`config.mk`:
```
export PLATFORM = sky130hd
export DESIGN_NAME = mem_axi_master
export DESIGN_NICKNAME = d
export VERILOG_FILES = /design/src/rtl/mem_axi_master.sv
export SDC_FILE = /design/constraint.sdc
export NUM_CORES = 1
export LEC_CHECK = 0
export BUFFER_PORTS_ARGS = -buffer_cell sky130_fd_sc_hd__buf_2
export CAP_MARGIN = 20
export CORE_MARGIN = 1
export CORE_UTILIZATION = 50
export DETAILED_ROUTE_END_ITERATION = 10
export HOLD_SLACK_MARGIN = 0.12
export PLACE_DENSITY_LB_ADDON = 0.25
export SKIP_CTS_REPAIR_TIMING = 1
export SLEW_MARGIN = 20
export SYNTH_ARGS = -nofsm -noshare
export SYNTH_HDL_FRONTEND = slang
export SYNTH_SLANG_ARGS = --single-unit
```
`constraint.sdc`:
```
create_clock -name clk -period 4.8 [get_ports clk]
set_input_delay 0.48 -clock clk [delete_from_list [all_inputs] [get_ports clk]]
set_output_delay 0.48 -clock clk [all_outputs]
set_load 0.05 [all_outputs]
```
`src/rtl/mem_axi_master.sv`:
```
// mem_axi_master: turns single core load/store requests into AXI4-Lite read or write transactions, one in flight.
// Latency: a misaligned access responds 1 cycle after accept. A load or store with a zero-wait slave responds 3 cycles
//   after accept. Each slave wait cycle adds one cycle.
// Backpressure: req_ready is high only in IDLE. Every AXI valid holds until its own handshake.
// Ports:
//   clk, rstn                  clock, async active-low reset
//   req_*                      core request (valid/ready, we, addr, right-aligned wdata, size, unsigned)
//   resp_valid/data/err        one-cycle completion with extended load data
//   axi_ar*/r*/aw*/w*/b*       AXI4-Lite master channels
module mem_axi_master (
  input  logic        clk,
  input  logic        rstn,
  input  logic        req_valid,
  output logic        req_ready,
  input  logic        req_we,
  input  logic [31:0] req_addr,
  input  logic [31:0] req_wdata,
  input  logic [1:0]  req_size,
  input  logic        req_unsigned,
  output logic        resp_valid,
  output logic [31:0] resp_data,
  output logic        resp_err,
  output logic [31:0] axi_araddr,
  output logic        axi_arvalid,
  output logic [2:0]  axi_arprot,
  input  logic        axi_arready,
  input  logic [31:0] axi_rdata,
  input  logic [1:0]  axi_rresp,
  input  logic        axi_rvalid,
  output logic        axi_rready,
  output logic [31:0] axi_awaddr,
  output logic        axi_awvalid,
  output logic [2:0]  axi_awprot,
  input  logic        axi_awready,
  output logic [31:0] axi_wdata,
  output logic [3:0]  axi_wstrb,
  output logic        axi_wvalid,
  input  logic        axi_wready,
  input  logic [1:0]  axi_bresp,
  input  logic        axi_bvalid,
  output logic        axi_bready
);

  typedef enum logic [2:0] {IDLE, AR, R, AWW, B, RESP} state_t;

  state_t      state;
  logic [1:0]  addr_lo;
  logic [1:0]  size_q;
  logic        unsigned_q;

  logic        misaligned;
  logic [31:0] wdata_rep;
  logic [3:0]  wstrb_calc;
  logic [31:0] lane;
  logic [31:0] load_data;

  // Only xRESP[1] (SLVERR/DECERR) signals an error; OKAY and EXOKAY both succeed.
  logic        unused_resp_lsb;
  assign unused_resp_lsb = axi_rresp[0] ^ axi_bresp[0];

  assign req_ready  = (state == IDLE);
  assign axi_arprot = 3'b000;
  assign axi_awprot = 3'b000;

  // Size 3 is reserved, so it is rejected the same way as a misaligned access.
  always_comb begin
    misaligned = 1'b0;
    case (req_size)
      2'd1:    misaligned = req_addr[0];
      2'd2:    misaligned = (req_addr[1:0] != 2'b00);
      2'd3:    misaligned = 1'b1;
      default: misaligned = 1'b0;
    endcase
  end

  // Replicate narrow store data into every lane so the strobe alone selects the target bytes.
  always_comb begin
    wdata_rep  = req_wdata;
    wstrb_calc = 4'b1111;
    case (req_size)
      2'd0: begin
        wdata_rep  = {4{req_wdata[7:0]}};
        wstrb_calc = 4'b0001 << req_addr[1:0];
      end
      2'd1: begin
        wdata_rep  = {2{req_wdata[15:0]}};
        wstrb_calc = 4'b0011 << {req_addr[1], 1'b0};
      end
      default: begin
        wdata_rep  = req_wdata;
        wstrb_calc = 4'b1111;
      end
    endcase
  end

  // Move the addressed lane down to bit 0, then extend it to 32 bits.
  assign lane = axi_rdata >> {addr_lo, 3'b000};

  always_comb begin
    load_data = lane;
    case (size_q)
      2'd0:    load_data = unsigned_q ? {24'b0, lane[7:0]}  : {{24{lane[7]}}, lane[7:0]};
      2'd1:    load_data = unsigned_q ? {16'b0, lane[15:0]} : {{16{lane[15]}}, lane[15:0]};
      default: load_data = lane;
    endcase
  end

  always_ff @(posedge clk or negedge rstn) begin
    if (!rstn) begin
      state       <= IDLE;
      addr_lo     <= 2'b00;
      size_q      <= 2'b00;
      unsigned_q  <= 1'b0;
      resp_valid  <= 1'b0;
      resp_data   <= 32'b0;
      resp_err    <= 1'b0;
      axi_araddr  <= 32'b0;
      axi_arvalid <= 1'b0;
      axi_rready  <= 1'b0;
      axi_awaddr  <= 32'b0;
      axi_awvalid <= 1'b0;
      axi_wdata   <= 32'b0;
      axi_wstrb   <= 4'b0;
      axi_wvalid  <= 1'b0;
      axi_bready  <= 1'b0;
    end else begin
      case (state)
        IDLE: begin
          if (req_valid) begin
            addr_lo    <= req_addr[1:0];
            size_q     <= req_size;
            unsigned_q <= req_unsigned;
            if (misaligned) begin
              resp_valid <= 1'b1;
              resp_data  <= 32'b0;
              resp_err   <= 1'b1;
              state      <= RESP;
            end else if (!req_we) begin
              axi_araddr  <= {req_addr[31:2], 2'b00};
              axi_arvalid <= 1'b1;
              state       <= AR;
            end else begin
              axi_awaddr  <= {req_addr[31:2], 2'b00};
              axi_awvalid <= 1'b1;
              axi_wdata   <= wdata_rep;
              axi_wstrb   <= wstrb_calc;
              axi_wvalid  <= 1'b1;
              state       <= AWW;
            end
          end
        end
        AR: begin
          if (axi_arready) begin
            axi_arvalid <= 1'b0;
            axi_rready  <= 1'b1;
            state       <= R;
          end
        end
        R: begin
          if (axi_rvalid) begin
            axi_rready <= 1'b0;
            resp_valid <= 1'b1;
            resp_err   <= axi_rresp[1];
            resp_data  <= axi_rresp[1] ? 32'b0 : load_data;
            state      <= RESP;
          end
        end
        AWW: begin
          // AW and W retire independently. A low valid means that channel has already completed.
          if (axi_awready) axi_awvalid <= 1'b0;
          if (axi_wready)  axi_wvalid  <= 1'b0;
          if ((!axi_awvalid || axi_awready) && (!axi_wvalid || axi_wready)) begin
            axi_bready <= 1'b1;
            state      <= B;
          end
        end
        B: begin
          if (axi_bvalid) begin
            axi_bready <= 1'b0;
            resp_valid <= 1'b1;
            resp_err   <= axi_bresp[1];
            resp_data  <= 32'b0;
            state      <= RESP;
          end
        end
        RESP: begin
          resp_valid <= 1'b0;
          state      <= IDLE;
        end
        default: state <= IDLE;
      endcase
    end
  end

endmodule

```
-- Word level (Yosys, flattened, before mapping)
Index checks and enable logic that the tools add are counted.
- add/sub/neg operators: 0
- multipliers: 0
- divide/modulo/power cells: 0
- magnitude comparators: 0
- equal/unequal tests: 20
- shifts and indexed selects: 3
- multiplexer cells: 46
- bitwise operators: 2
- reductions and logical operators: 26
- operators by type and width (operator ; number):
    two-way mux 32 bit ; 7
    case mux 32 bit (2 select lines) ; 2
    case mux 32 bit (3 select lines) ; 1
    right shift 32 x 5 -> 32 bit ; 1
    AND reduction 5 bit ; 6
    two-way mux 1 bit ; 19
    two-way mux 3 bit ; 6
    inequality test 2 bit, second input constant ; 9
    case mux 3 bit (5 select lines) ; 1
    case mux 1 bit (2 select lines) ; 5
    nonzero test 2 bit ; 5
    case mux 4 bit (2 select lines) ; 1
    AND reduction 4 bit ; 2
    == test 3 x 2 -> 1 bit, second input constant ; 2
    == test 3 bit, second input constant ; 2
    case mux 1 bit (3 select lines) ; 2
    AND reduction 3 bit ; 2
    == test 2 x 1 -> 1 bit, second input constant ; 2
    == test 2 bit, second input constant ; 2
    logical NOT 2 bit ; 2
    inequality test 2 x 1 -> 1 bit, second input constant ; 2
    case mux 1 bit (4 select lines) ; 1
    nonzero test 4 bit ; 1
    left shift 1 x 2 -> 4 bit, first input constant ; 1
    10 further kinds ; 13
- register bits: 143
- bits in latches: 0
- memory bits (writable): 0
- ROM bits: 0
- input port bits: 112
- output and inout bits: 146
- memories: 0

-- Logic depth before layout (Yosys ltp)
- depth in word-level cells: 6
- mapped depth: 7
- gate-level depth less buffers: 4

-- Worst setup path before layout
No wires, ideal clock.
- kind: register -> output
- from: reg state[1]
- to: out req_ready
- data arrival time: 1774 ps
- path slack: 2546 ps
- cell stages (with the launch flop): 4
- cells stage by stage: dfrtp_1 buf_6 clkbuf_1 nor3_1
- longest elaborated chain between the ends: 1
- ends and longest elaborated chain (item ; RTL line ; text):
    start: declaration ; 46 ; state_t state;
    start signal: assignment ; 110 ; state <= IDLE;
    start signal: assignment ; 137 ; state <= RESP;
    start signal: assignment ; 141 ; state <= AR;
    logical NOT 3 bit ; 61 ; assign req_ready = (state == IDLE);
    end: declaration ; 14 ; output logic req_ready,
No other way between the ends.

-- Worst setup path after layout
- from: in req_size[1]
- to: reg axi_awaddr[7]
- longest elaborated chain between the ends: 4
- elaborated cells between the ends (all ways): 6
- ends and longest elaborated chain (item ; RTL line ; text):
    start: declaration ; 18 ; input logic [1:0] req_size,
    == test 2 bit or == test 2 x 1 -> 1 bit (tied branches) ; 68 ; case (req_size)
    case mux 1 bit (3 select lines) * ; 68 ;
    NOT 1 bit (no line) * ; n/a ;
    AND reduction 4 bit (no line) * ; n/a ;
    end signal: assignment ; 143 ; axi_awaddr <= {req_addr[31:2], 2'b00};
    end: declaration ; 31 ; output logic [31:0] axi_awaddr,
Every way passes the cells marked *; elsewhere a longest branch is shown, timed or not.
A chain may end at the register's enable or synchronous reset.

==> impl_results.md <==
* Worst vdd ir at 481 uV
* Power Total at 6.95 mW
* Vias in the first global route at 5,103
* CP startpoint kind: input port
* Drt via density at 5.41
* Via count at 5,192
* End of the worst register-to-register path: resp_data[7]$_DFFE_PN0P_
* Cell Chain, Critical Path: buf_2, a21oi_1, o211ai_4, buf_12, mux2_2
* RePlAce Congestion at 0.946
* Cts bufs inserted at 17
* Ys Warns at 0
* Seq/Total Area, Yosys at 53.6%
* DIE WIDTH at 118 um
* Xor/xnor cell area share of the yosys netlist at 0.131%
* Adder-Cell Fraction of Synth Area at 0%
* Yosys reg bits at 143
* Number of setup violations in the final report at 0
* WP data arrival at 2790 ps
* Critical Path Max Stage Delay at 760 ps
* Fill cells at 1,022
* Max-slew violations at 0
* Crit Path Max Fanout at 75
* Avg Cell Area, Syn at 12.3 sq um
* Pin count of the biggest net entering global routing at 94
* Ys flop type: dfrtp_1
* Leakage at 4.50 nW
* CTS Buffer Depth at 2
* Area delta synth->final at 27.8%
* Commonest non-fill, non-tap cell in the layout: buf_2
* Crit. End Element: flop
* Gr ovfl total at 0
* Mux cell area share after synthesis at 21.1%
* # H-tree levels at 4
* Starting density of the core at 52.1%
* Maxcap violations at 0
* Hold crit path type: input port to async pin
* Post-synth EDFFs at 0
* DRT iter0 DRCs at 328
* Commonest cells after routing, fill and taps aside: buf_2 (244), dfrtp_1 (142), mux2_2 (49)
* Worst-Margin Slew at 886 ps
* Syn Std Cell Area at 0.00668 sq mm
* Worst Setup Path Type: input port to flop
* Util after Layout at 66.5%
* Share of cells above drive strength 1 at 47.2%
* Total Negative Setup Slacks at 0 ps
* Sink Count at 143
* Final hold vios at 0
* CP max-delay cell: o211ai_4
* Hold_ws at 111 ps
* Largest family of logic cells by synthesized area: multiplexers
* Post-detailed-route wirelength per cell at 17.1 um
* Final instance area at 0.00853 sq mm
* Fmax at 401 MHz
* Status: completed
* Initial antenna violation count at 0
* Reg2reg path depth at 4
* Unrepaired setup endpoints after global routing: no
* Top-area cell type share of the netlist area at 53.6%
* Post-Synthesis Cells at 545
* Pre-Repair DR Iteration Count at 5
* Multi-input logic area at 0.00284 sq mm
* First-pass GRT wire length at 26.6 mm
* DRT Wirelength at 16.4 mm
* Detailed placement HPWL at 11.8 mm
* Net total in the final layout at 887
* Synth top area cells: dfrtp_1 (54%), mux2_2 (8.3%), mux2_4 (6.5%), mux2i_1 (6.0%), o21ai_0 (3.1%)
* Die Height at 118 um
* Simple logic cell fraction of the synthesized area at 7.85%
* Synth unique cells at 51
* Post-synth top area cell: dfrtp_1
* Row Count at 41
* I/O pins at 258
* Reg2reg start: state[1]$_DFFE_PN0P_
* Worst clock skew at 10.0 ps
* CTS Root Cell: clkbuf_16
* Power per standard cell area at 814 mW/mm^2
* Complex-gate fraction of the synthesized area at 12.5%
* Clock transition at path regs at 60 ps
* Tcrit/Tclk final at 52.0%
* Post-synth ARST share at 100%
* Die Footprint at 0.0138 sq mm
* Reg2Reg Setup Slack at 2310 ps
* Worst rel slew slack at 40.7%
* Placed inst area at 0.00794 sq mm
* CTS tree: done
* Antenna-violating nets left at 0
* Total track usage at 24.6%
* FF/Latch Area at 0.00358 sq mm
* DR DRC count at 0
* ANT cells at 0
* WP data required at 5100 ps
* CORE AREA at 0.0128 sq mm
* Worst-Skew Late Latency at 420 ps
* PortBufs at 245
* Tmin final at 2490 ps
flip-flops by register name, summed over array words and instances (netlist names), 2 cells and up:
signal,flops
axi_wdata,32
resp_data,32
axi_araddr,30
axi_awaddr,30
axi_wstrb,4
state,3
addr_lo,2
size_q,2
per-layer routing:
layer | part of all wire (%) | GRT usage (%) | vias up | routed length (um)
li1 | - | - | 2408 | -
met1 | 41 | 30.2 | 2559 | 6770
met2 | 50 | 41.2 | 205 | 8240
met3 | 6.5 | 7.07 | 20 | 1070
met4 | 1.9 | 9.13 | 0 | 318
met5 | 0 | 0 | - | 0
cell type report:
type	count	area share [%]
flip-flops and latches	143	41.9
multi-input cells	356	33.3
repair buffers	250	15.0
clock buffers	19	5.31
well taps	172	2.52
clock inverters	13	1.61
inverters	7	0.308
critical path, delay by kind of cell:
kind            cells  cell delay [ps]
buf+inv             2              860
mux                 1              380
compound gates      2             1020
report_power, final:
group | switching (mW) | internal (mW)
logic | 2.53 | 1.02
clock network | 0.504 | 0.791
registers | 0.381 | 1.72
total | 3.41 | 3.54
logic make-up (layout without fill, tap and decap cells):
kind of cell	after synthesis	in the layout
multiplexers	119	119
other	1	10
flip-flops	143	143
buffers and inverters	55	289
AND/OR/NAND/NOR	104	104
AO/OA/AOI/OAI	122	122
XOR/XNOR	1	1
worst max path at each step:
| stage | cells past startpoint | start | endpoint | slack (ps) |
|---|---|---|---|---|
| final | 5 | req_size[1] | axi_awaddr[7]$_DFFE_PN0P_ | 2310 |
| after global placement | 5 | req_size[1] | axi_araddr[31]$_DFFE_PN0P_ | 1800 |
| after CTS | 3 | state[1]$_DFFE_PN0P_ | axi_araddr[11]$_DFFE_PN0P_ | 2040 |
| after detailed placement | 5 | req_size[1] | axi_araddr[31]$_DFFE_PN0P_ | 1740 |
| after global routing | 4 | state[1]$_DFFE_PN0P_ | resp_data[7]$_DFFE_PN0P_ | 2140 |
| after floorplan | 3 | state[1]$_DFFE_PN0P_ | req_ready | 2550 |
cells in the mapped netlist (all sizes together), types with 2 or more instances:
cell type and count:
dfrtp 143, mux2 78, nand2 45, o21ai 41
mux2i 40, buf 27, a21oi 26, nor2 24
clkbuf 21, a211o 15, nor2b 9, a221o 8
o2bb2ai 8, a32o 7, inv 7, nand3b 7
nand2b 4, nand3 3, o22ai 3, nor3 2
nor3b 2, or2 2
per-stage QoR:
stage | worst slack [ps] | std cells
5_1_grt | 2140 | 960
6_report | 2310 | 960
2_1_floorplan | 2550 | 554
4_1_cts | 2040 | 960
3_3_place_gp | 1800 | 928
3_5_place_dp | 1740 | 928
Note: power is estimated with default switching activity, not from simulation.
